`src/rtl/spell_ram_arbiter.sv`:
```
// Two-requester round-robin arbiter in front of a single shared wishbone RAM port.
// Optional ack timeout is built only when SPELL_ARB_TIMEOUT_EN is defined.
module spell_ram_arbiter #(
    parameter logic [7:0] TIMEOUT_CYCLES = 8'd255
) (
    input  logic        clock,
    input  logic        reset,
    input  logic [1:0]  req_cyc,
    input  logic [1:0]  req_we,
    input  logic [7:0]  req_sel,
    input  logic [15:0] req_addr,
    input  logic [63:0] req_dat,
    output logic [1:0]  req_ack,
    output logic [1:0]  req_err,
    output logic [31:0] rsp_dat,
    output logic        ram_cyc,
    output logic        ram_stb,
    output logic        ram_we,
    output logic [3:0]  ram_sel,
    output logic [7:0]  ram_addr,
    output logic [31:0] ram_dat_o,
    input  logic        ram_ack,
    input  logic [31:0] ram_dat_i,
    output logic [1:0]  grant
);

    typedef enum logic [1:0] {IDLE, BUSY, DONE} state_t;

    state_t      state_q, state_d;
    logic        ram_cyc_q, ram_cyc_d;
    logic        ram_we_q, ram_we_d;
    logic [3:0]  ram_sel_q, ram_sel_d;
    logic [7:0]  ram_addr_q, ram_addr_d;
    logic [31:0] ram_dat_q, ram_dat_d;
    logic [1:0]  req_ack_q, req_ack_d;
    logic [31:0] rsp_dat_q, rsp_dat_d;
    logic [1:0]  grant_q, grant_d;
    logic        last_grant_q, last_grant_d;
    logic        win;
    logic        owner_req;

`ifdef SPELL_ARB_TIMEOUT_EN
    localparam logic [7:0] TMO_LAST = TIMEOUT_CYCLES - 8'd1;
    logic [7:0] tmo_cnt_q, tmo_cnt_d;
    logic [1:0] req_err_q, req_err_d;
    logic       tmo_hit;

    assign tmo_hit = (tmo_cnt_q == TMO_LAST);
    assign req_err = req_err_q;

    // Counter sits at zero in IDLE so every BUSY entry starts a fresh count.
    always_comb begin
        tmo_cnt_d = tmo_cnt_q;
        if (state_q == IDLE) begin
            tmo_cnt_d = 8'd0;
        end else if (state_q == BUSY && !ram_ack) begin
            tmo_cnt_d = tmo_cnt_q + 8'd1;
        end
    end
`else
    logic unused_tmo;
    assign unused_tmo = ^TIMEOUT_CYCLES;
    assign req_err    = 2'b00;
`endif

    // A tie goes to whoever did not win last; a lone requester always wins.
    assign win       = (req_cyc == 2'b11) ? ~last_grant_q : req_cyc[1];
    assign owner_req = grant_q[1] ? req_cyc[1] : req_cyc[0];

    always_comb begin
        state_d      = state_q;
        ram_cyc_d    = ram_cyc_q;
        ram_we_d     = ram_we_q;
        ram_sel_d    = ram_sel_q;
        ram_addr_d   = ram_addr_q;
        ram_dat_d    = ram_dat_q;
        req_ack_d    = req_ack_q;
        rsp_dat_d    = rsp_dat_q;
        grant_d      = grant_q;
        last_grant_d = last_grant_q;
`ifdef SPELL_ARB_TIMEOUT_EN
        req_err_d    = req_err_q;
`endif
        case (state_q)
            IDLE: begin
                if (|req_cyc) begin
                    ram_cyc_d    = 1'b1;
                    ram_we_d     = win ? req_we[1] : req_we[0];
                    ram_sel_d    = win ? req_sel[7:4] : req_sel[3:0];
                    ram_addr_d   = win ? req_addr[15:8] : req_addr[7:0];
                    ram_dat_d    = win ? req_dat[63:32] : req_dat[31:0];
                    grant_d      = win ? 2'b10 : 2'b01;
                    last_grant_d = win;
                    state_d      = BUSY;
                end
            end
            BUSY: begin
                // Ack beats owner release, which beats timeout.
                if (ram_ack) begin
                    ram_cyc_d = 1'b0;
                    req_ack_d = grant_q;
                    rsp_dat_d = ram_dat_i;
                    state_d   = DONE;
                end else if (!owner_req) begin
                    ram_cyc_d = 1'b0;
                    grant_d   = 2'b00;
                    state_d   = IDLE;
                end
`ifdef SPELL_ARB_TIMEOUT_EN
                else if (tmo_hit) begin
                    ram_cyc_d = 1'b0;
                    req_err_d = grant_q;
                    state_d   = DONE;
                end
`endif
            end
            DONE: begin
                req_ack_d = 2'b00;
                grant_d   = 2'b00;
`ifdef SPELL_ARB_TIMEOUT_EN
                req_err_d = 2'b00;
`endif
                state_d   = IDLE;
            end
            default: begin
                state_d = IDLE;
            end
        endcase
    end

    always_ff @(posedge clock) begin
        if (reset) begin
            state_q      <= IDLE;
            ram_cyc_q    <= 1'b0;
            ram_we_q     <= 1'b0;
            ram_sel_q    <= 4'd0;
            ram_addr_q   <= 8'd0;
            ram_dat_q    <= 32'd0;
            req_ack_q    <= 2'b00;
            rsp_dat_q    <= 32'd0;
            grant_q      <= 2'b00;
            last_grant_q <= 1'b1;
`ifdef SPELL_ARB_TIMEOUT_EN
            req_err_q    <= 2'b00;
            tmo_cnt_q    <= 8'd0;
`endif
        end else begin
            state_q      <= state_d;
            ram_cyc_q    <= ram_cyc_d;
            ram_we_q     <= ram_we_d;
            ram_sel_q    <= ram_sel_d;
            ram_addr_q   <= ram_addr_d;
            ram_dat_q    <= ram_dat_d;
            req_ack_q    <= req_ack_d;
            rsp_dat_q    <= rsp_dat_d;
            grant_q      <= grant_d;
            last_grant_q <= last_grant_d;
`ifdef SPELL_ARB_TIMEOUT_EN
            req_err_q    <= req_err_d;
            tmo_cnt_q    <= tmo_cnt_d;
`endif
        end
    end

    assign ram_cyc   = ram_cyc_q;
    assign ram_stb   = ram_cyc_q;
    assign ram_we    = ram_we_q;
    assign ram_sel   = ram_sel_q;
    assign ram_addr  = ram_addr_q;
    assign ram_dat_o = ram_dat_q;
    assign req_ack   = req_ack_q;
    assign rsp_dat   = rsp_dat_q;
    assign grant     = grant_q;

endmodule

```
`config.mk`:
```
export PLATFORM = sky130hd
export DESIGN_NAME = spell_ram_arbiter
export DESIGN_NICKNAME = d
export VERILOG_FILES = /design/src/rtl/spell_ram_arbiter.sv
export SDC_FILE = /design/constraint.sdc
export NUM_CORES = 1
export LEC_CHECK = 0
export ABC_AREA = 1
export BUFFER_PORTS_ARGS = -buffer_cell sky130_fd_sc_hd__clkbuf_2
export CAP_MARGIN = 20
export CORE_AREA = 2 2 113 115
export DETAILED_ROUTE_END_ITERATION = 10
export DIE_AREA = 0 0 115 117
export PLACE_DENSITY_LB_ADDON = 0.12
export SETUP_SLACK_MARGIN = 0.1
export SLEW_MARGIN = 10
export SYNTH_ARGS = -nofsm -noshare
export SYNTH_HDL_FRONTEND = slang
export SYNTH_SLANG_ARGS = --single-unit
```
`constraint.sdc`:
```
create_clock -name clock -period 1.3 [get_ports clock]
set_input_delay 0.26 -clock clock [delete_from_list [all_inputs] [get_ports clock]]
set_output_delay 0.26 -clock clock [all_outputs]
set_load 0.02 [all_outputs]
```
Word-level counts from Yosys, hierarchy flattened --
Index checks and enable logic that the tools add are counted.
Word-level totals: flip-flop bits (word level) 85, bits in latches 0, memory bits (writable) 0, bits in read-only memories 0, input port bits 127, output and inout port bits 85, word-level logic and storage cells 50, memories 0
Operators by class: $add $sub $neg 0, $mul 0, div/mod/pow operators 0, $lt $le $gt $ge 0, equal/unequal tests 8, shift operators 0, multiplexer cells 20, bitwise gates (word level) 1, reductions and logical operators 11
Operators by type and width (number):
- $mux 32 | 1
- $mux 2 | 7
- $mux 8 | 1
- $ne 2x2->1 const B | 4
- $pmux 2 s2 | 2
- $reduce_and 2->1 | 4
- $mux 1 | 6
- $pmux 2 s3 | 1
- $eq 2x2->1 const B | 2
- $mux 4 | 1
- $reduce_and 4->1 | 1
- $reduce_bool 2->1 | 2
- $ne 3x3->1 const B | 1
- $reduce_and 3->1 | 1
- $reduce_bool 3->1 | 1
- $eq 2x1->1 const B | 1
- $logic_not 2->1 | 1
- $pmux 1 s2 | 1
- $reduce_or 2->1 | 1
- $not 1->1 | 1

Logic depth before layout (Yosys ltp) --
word-level depth 5, depth in mapped cells 9, depth with buffers taken out 9

Worst setup path after synthesis --
OpenSTA, ideal clock, no wires.
path type register to register, from register state_q[0], to register ram_cyc_q (netlist: ram_cyc), setup time 0.115 ns, arrival time 1.194 ns, required time 1.185 ns, path slack -0.010 ns, stages on the path, launching flop included 9, path buffers 2, period minus slack after synthesis 1.310 ns, path through dfxtp_1 > inv_1 > ha_1 > inv_2 > nor2_4 > buf_6 > buf_6 > a21oi_1 > nor2_1
On the way: word-level cells in the longest chain between the ends 3, elaborated cells on any way between the ends 7, those cells by class eq/ne: 3; mux: 1; reduce/logical: 3
Ends and longest elaborated chain:
- from (decl) | line 29 | state_t state_q, state_d;
- from (signal assigned) | line 148 | state_q <= state_d;
- $eq 2x1->1 / $logic_not 2->1 (equally long branches) | line 84 | case (state_q)
- $ne 3x3->1 (no source line), or another cell as far along
- $reduce_and 3->1 (no source line)
- to (signal assigned) | line 149 | ram_cyc_q <= ram_cyc_d;
- to (decl) | line 30 | logic ram_cyc_q, ram_cyc_d;
Parallel ways exist; a longest one is shown, timed or not. A chain may end at the register's enable or synchronous reset.

Final worst setup path --
Same ends and word-level chain as after synthesis.

==> impl_metrics.csv <==
group,metric,value,unit
logic_synthesis,synth_xor_area_share,0,%
sta,setup_ws,-0.03735,ns
logic_synthesis,syn_avg_cell_area,7.817,um^2
power,p_per_area,1401,mW/mm^2
logic_synthesis,seq_area_frac_synth,46.91,%
critical_path,path_delay_family,"buffers and inverters",
critical_path,start_kind,"flop",
critical_path,cp_slowest_stage_delay,0.37,ns
critical_path,cp.arrival,1.58,ns
logic_synthesis,synthAdderAreaFrac,1.380,%
floorplanning,die_y,117,um
cells_and_area,regArea,0.001709,mm^2
sta,clock_skew,0.004448,ns
detailed_routing,drtIter0Drc,174,
logic_synthesis,ys_top_cells_by_area,"dfxtp_1 (47%), nand2_1 (12%), a31oi_1 (7.8%)",
cts,cts_tree,"done",
power,irDropWorstVdd,519.6,uV
critical_path,crit_top_cell,"inv_4",
global_route,grt_pass1_wl,17610,um
min_path,hold_path_class,"in2reg",
cts,clk_pin_slew,0.06,ns
floorplanning,row_count,41,
global_route,grtUsageTotal,16.75,%
global_route,antenna_found_initial,0,
placement,place_congestion,0.7687,
floorplanning,fp.dieArea,0.01346,mm^2
detailed_routing,ant_nets,0,
logic_synthesis,synth-seq-cells,85,
critical_path,cp_slowest_cell,"dfxtp_4",
power,power.total,8.021,mW
detailed_routing,route.detailed.drc,0,
sta,whs,0.1511,ns
logic_synthesis,yosysTopAreaCell,"dfxtp_1",
global_route,gr-total-overflow,0,
cells_and_area,stdcell_count,846,
logic_synthesis,synth_cells,464,
placement,port-buffer-count,209,
placement,post_dp_cell_area,0.004883,mm^2
cells_and_area,drive_above_1_share,49.86,%
cts,clk_latency,0.34,ns
cts,clockBufferDepth,2,
detailed_routing,dr_total_vias,3873,
cells_and_area,final_util,46.51,%
run_status,status,"complete, but fails checks",
critical_path,worst_setup_path_end_kind,"flop",
cts,cts-root-buf,"clkbuf_16",
logic_synthesis,yosysTopAreaCellShare,46.91,%
critical_path,path_max_fanout,8,
sta,clock.fmax,0.7478,GHz
sta,finalSetupViolCount,39,
logic_synthesis,synth_top_family_by_area,"compound AO/OA/AOI/OAI gates",
detailed_routing,wl_per_cell,13.42,um
logic_synthesis,synth_compound_area_share,22.53,%
global_route,grt_max_degree,51,
detailed_routing,vias_per_cell,4.578,
placement,dp_hpwl,7673,um
sta,drv_slew,0,
logic_synthesis,ys_types,22,
critical_path,cp_data_required_time,1.54,ns
run_status,violations,"negative setup slack",
sta,rsz0062_at_grt,"true",
floorplanning,start_util,29.46,%
cells_and_area,final_cell_area,0.005727,mm^2
logic_synthesis,muxShareOfSynthArea,0,%
sta,hold_viol_final,0,
logic_synthesis,synthArstFlopShare,0,%
sta,fin_crit_sh,102.9,%
floorplanning,pin_count,212,
floorplanning,coreArea,0.01231,mm^2
power,cellLeakagePower,2.745,nW
detailed_routing,wirelength,11350,um
cells_and_area,fillCellCount,1271,
logic_synthesis,synth-simple-area-share,20.83,%
detailed_routing,dr.pass1.iters,4,
logic_synthesis,yosysWarnings,0,
sta,fin_crit,1.337,ns
global_route,grt_pass1_vias,3579,
cells_and_area,nNetsFinal,822,
logic_synthesis,syn-cell-area,0.003627,mm^2
cells_and_area,area_growth,57.88,%
critical_path,crit_type,"reg2reg",
cells_and_area,antenna_cells,0,
logic_synthesis,yosys_most_used_dff,"dfxtp_1",
flow_run,max_cap_violations,0,
cts,cts.sinks,85,
floorplanning,chipWidth,115,um
critical_path,crit_chain,"inv_4 -> ha_4 -> inv_4 -> nor2_4 -> buf_12 -> buf_8 -> buf_16 -> a21oi_2 -> nor2_1",
critical_path,cp.buffers_inverters,5,
cts,cts-buffers-inserted,9,
placement,dp.cells,811,
cts,htreeDepth,3,
logic_synthesis,synth_edf_count,0,
cells_and_area,multiInputGateArea,0.001819,mm^2
worst paths after layout:
kind | slack, ns | to | start | depth (start not counted)
worst max-delay path | -0.04 | ram_cyc | state_q[0] | 9
worst min-delay path | 0.15 | rsp_dat[25] | ram_dat_i[25] | 3
worst max register to register | -0.04 | ram_cyc | state_q[0] | 9
worst min register to register | 0.47 | req_ack[1] | req_ack[1] | 2
state kept, by name (all words and copies together), names as in the netlist:
name	flops
ram_dat_o	32
rsp_dat	32
ram_addr	8
ram_sel	4
grant	2
req_ack	2
state_q	2
last_grant_q	1
ram_cyc	1
ram_we	1
where the power goes:
group | switching (mW) | internal, mW
Sequential | 0.186 | 2.91
Clock | 1.04 | 1.53
Combinational | 1.31 | 1.04
kinds of logic (layout without fill, tap and decap cells):
kind of cell | count (synthesis) | count (layout)
and+or+nand+nor | 196 | 196
AOI/OAI and AO/OA | 129 | 129
DFF | 85 | 85
buffers and inverters | 49 | 280
adders and majority gates | 4 | 4
other | 1 | 2
through the flow:
stage          setup TNS (ns)  setup slack (ns)
5_1_grt                -4.758           -0.1304
3_3_place_gp          -0.4895          -0.02181
6_report              -0.4360          -0.03735
2_1_floorplan               0            0.1088
4_1_cts              -0.05522          -0.02396
3_5_place_dp           -1.666          -0.07065
synth_stat cells (5+ instances only):
cell and number:
dfxtp_1 85, nand3_1 6, o21ai_1 39, a31oi_1 45
inv_1 9, nand2_1 112, buf_2 17, o21ai_0 9
clkbuf_1 7, nor2_1 75, o21ai_2 30, buf_4 6
a21oi_1 5
layout make-up:
type | instances | share of cell area (%)
clock buffers | 11 | 4.239
repair buffers | 250 | 28.60
clock inverters | 5 | 0.8739
multi-input cells | 331 | 31.77
inverters | 13 | 1.202
flip-flops and latches | 85 | 29.84
well taps | 150 | 3.277
repair inverters | 1 | 0.1966
worst reg2reg max path: stages, from the launching register on:
cell	delay, ns
dfxtp_4	0.37
inv_4	0.05
ha_4	0.17
inv_4	0.06
nor2_4	0.04
buf_12	0.14
buf_8	0.13
buf_16	0.14
a21oi_2	0.10
nor2_1	0.04
what timing repair did:
item,CTS,global route
gates cloned,5,1
resized for setup,57,31
buffers inserted,9,4
setup endpoints to repair,87,88
pin swaps,21,7
hold buffers,0,0
metal layers:
| metal | part of all wire (%) | wire length (um) | vias to the layer above | global-route usage [%] |
|---|---|---|---|---|
| li1 | - | - | 1996 | - |
| met1 | 43 | 4875 | 1719 | 20.83 |
| met2 | 46 | 5239 | 145 | 26.39 |
| met3 | 9.1 | 1029 | 13 | 5.767 |
| met4 | 1.8 | 207 | 0 | 7.470 |
| met5 | 0 | 0 | - | 0 |
cells in the final DEF (no fill, tap or decap), types with 5 or more instances in the layout:
master / count
buf_12: 10
o21ai_2: 45
clkbuf_2: 205
buf_4: 19
inv_1: 5
nand2_1: 105
o21ai_0: 5
o21ai_1: 28
clkbuf_16: 9
nand2_2: 6
dfxtp_1: 81
a31oi_1: 45
buf_6: 7
buf_16: 5
nor2_1: 69
nand3_1: 5
No activity file was read; power rests on OpenSTA's default activity.
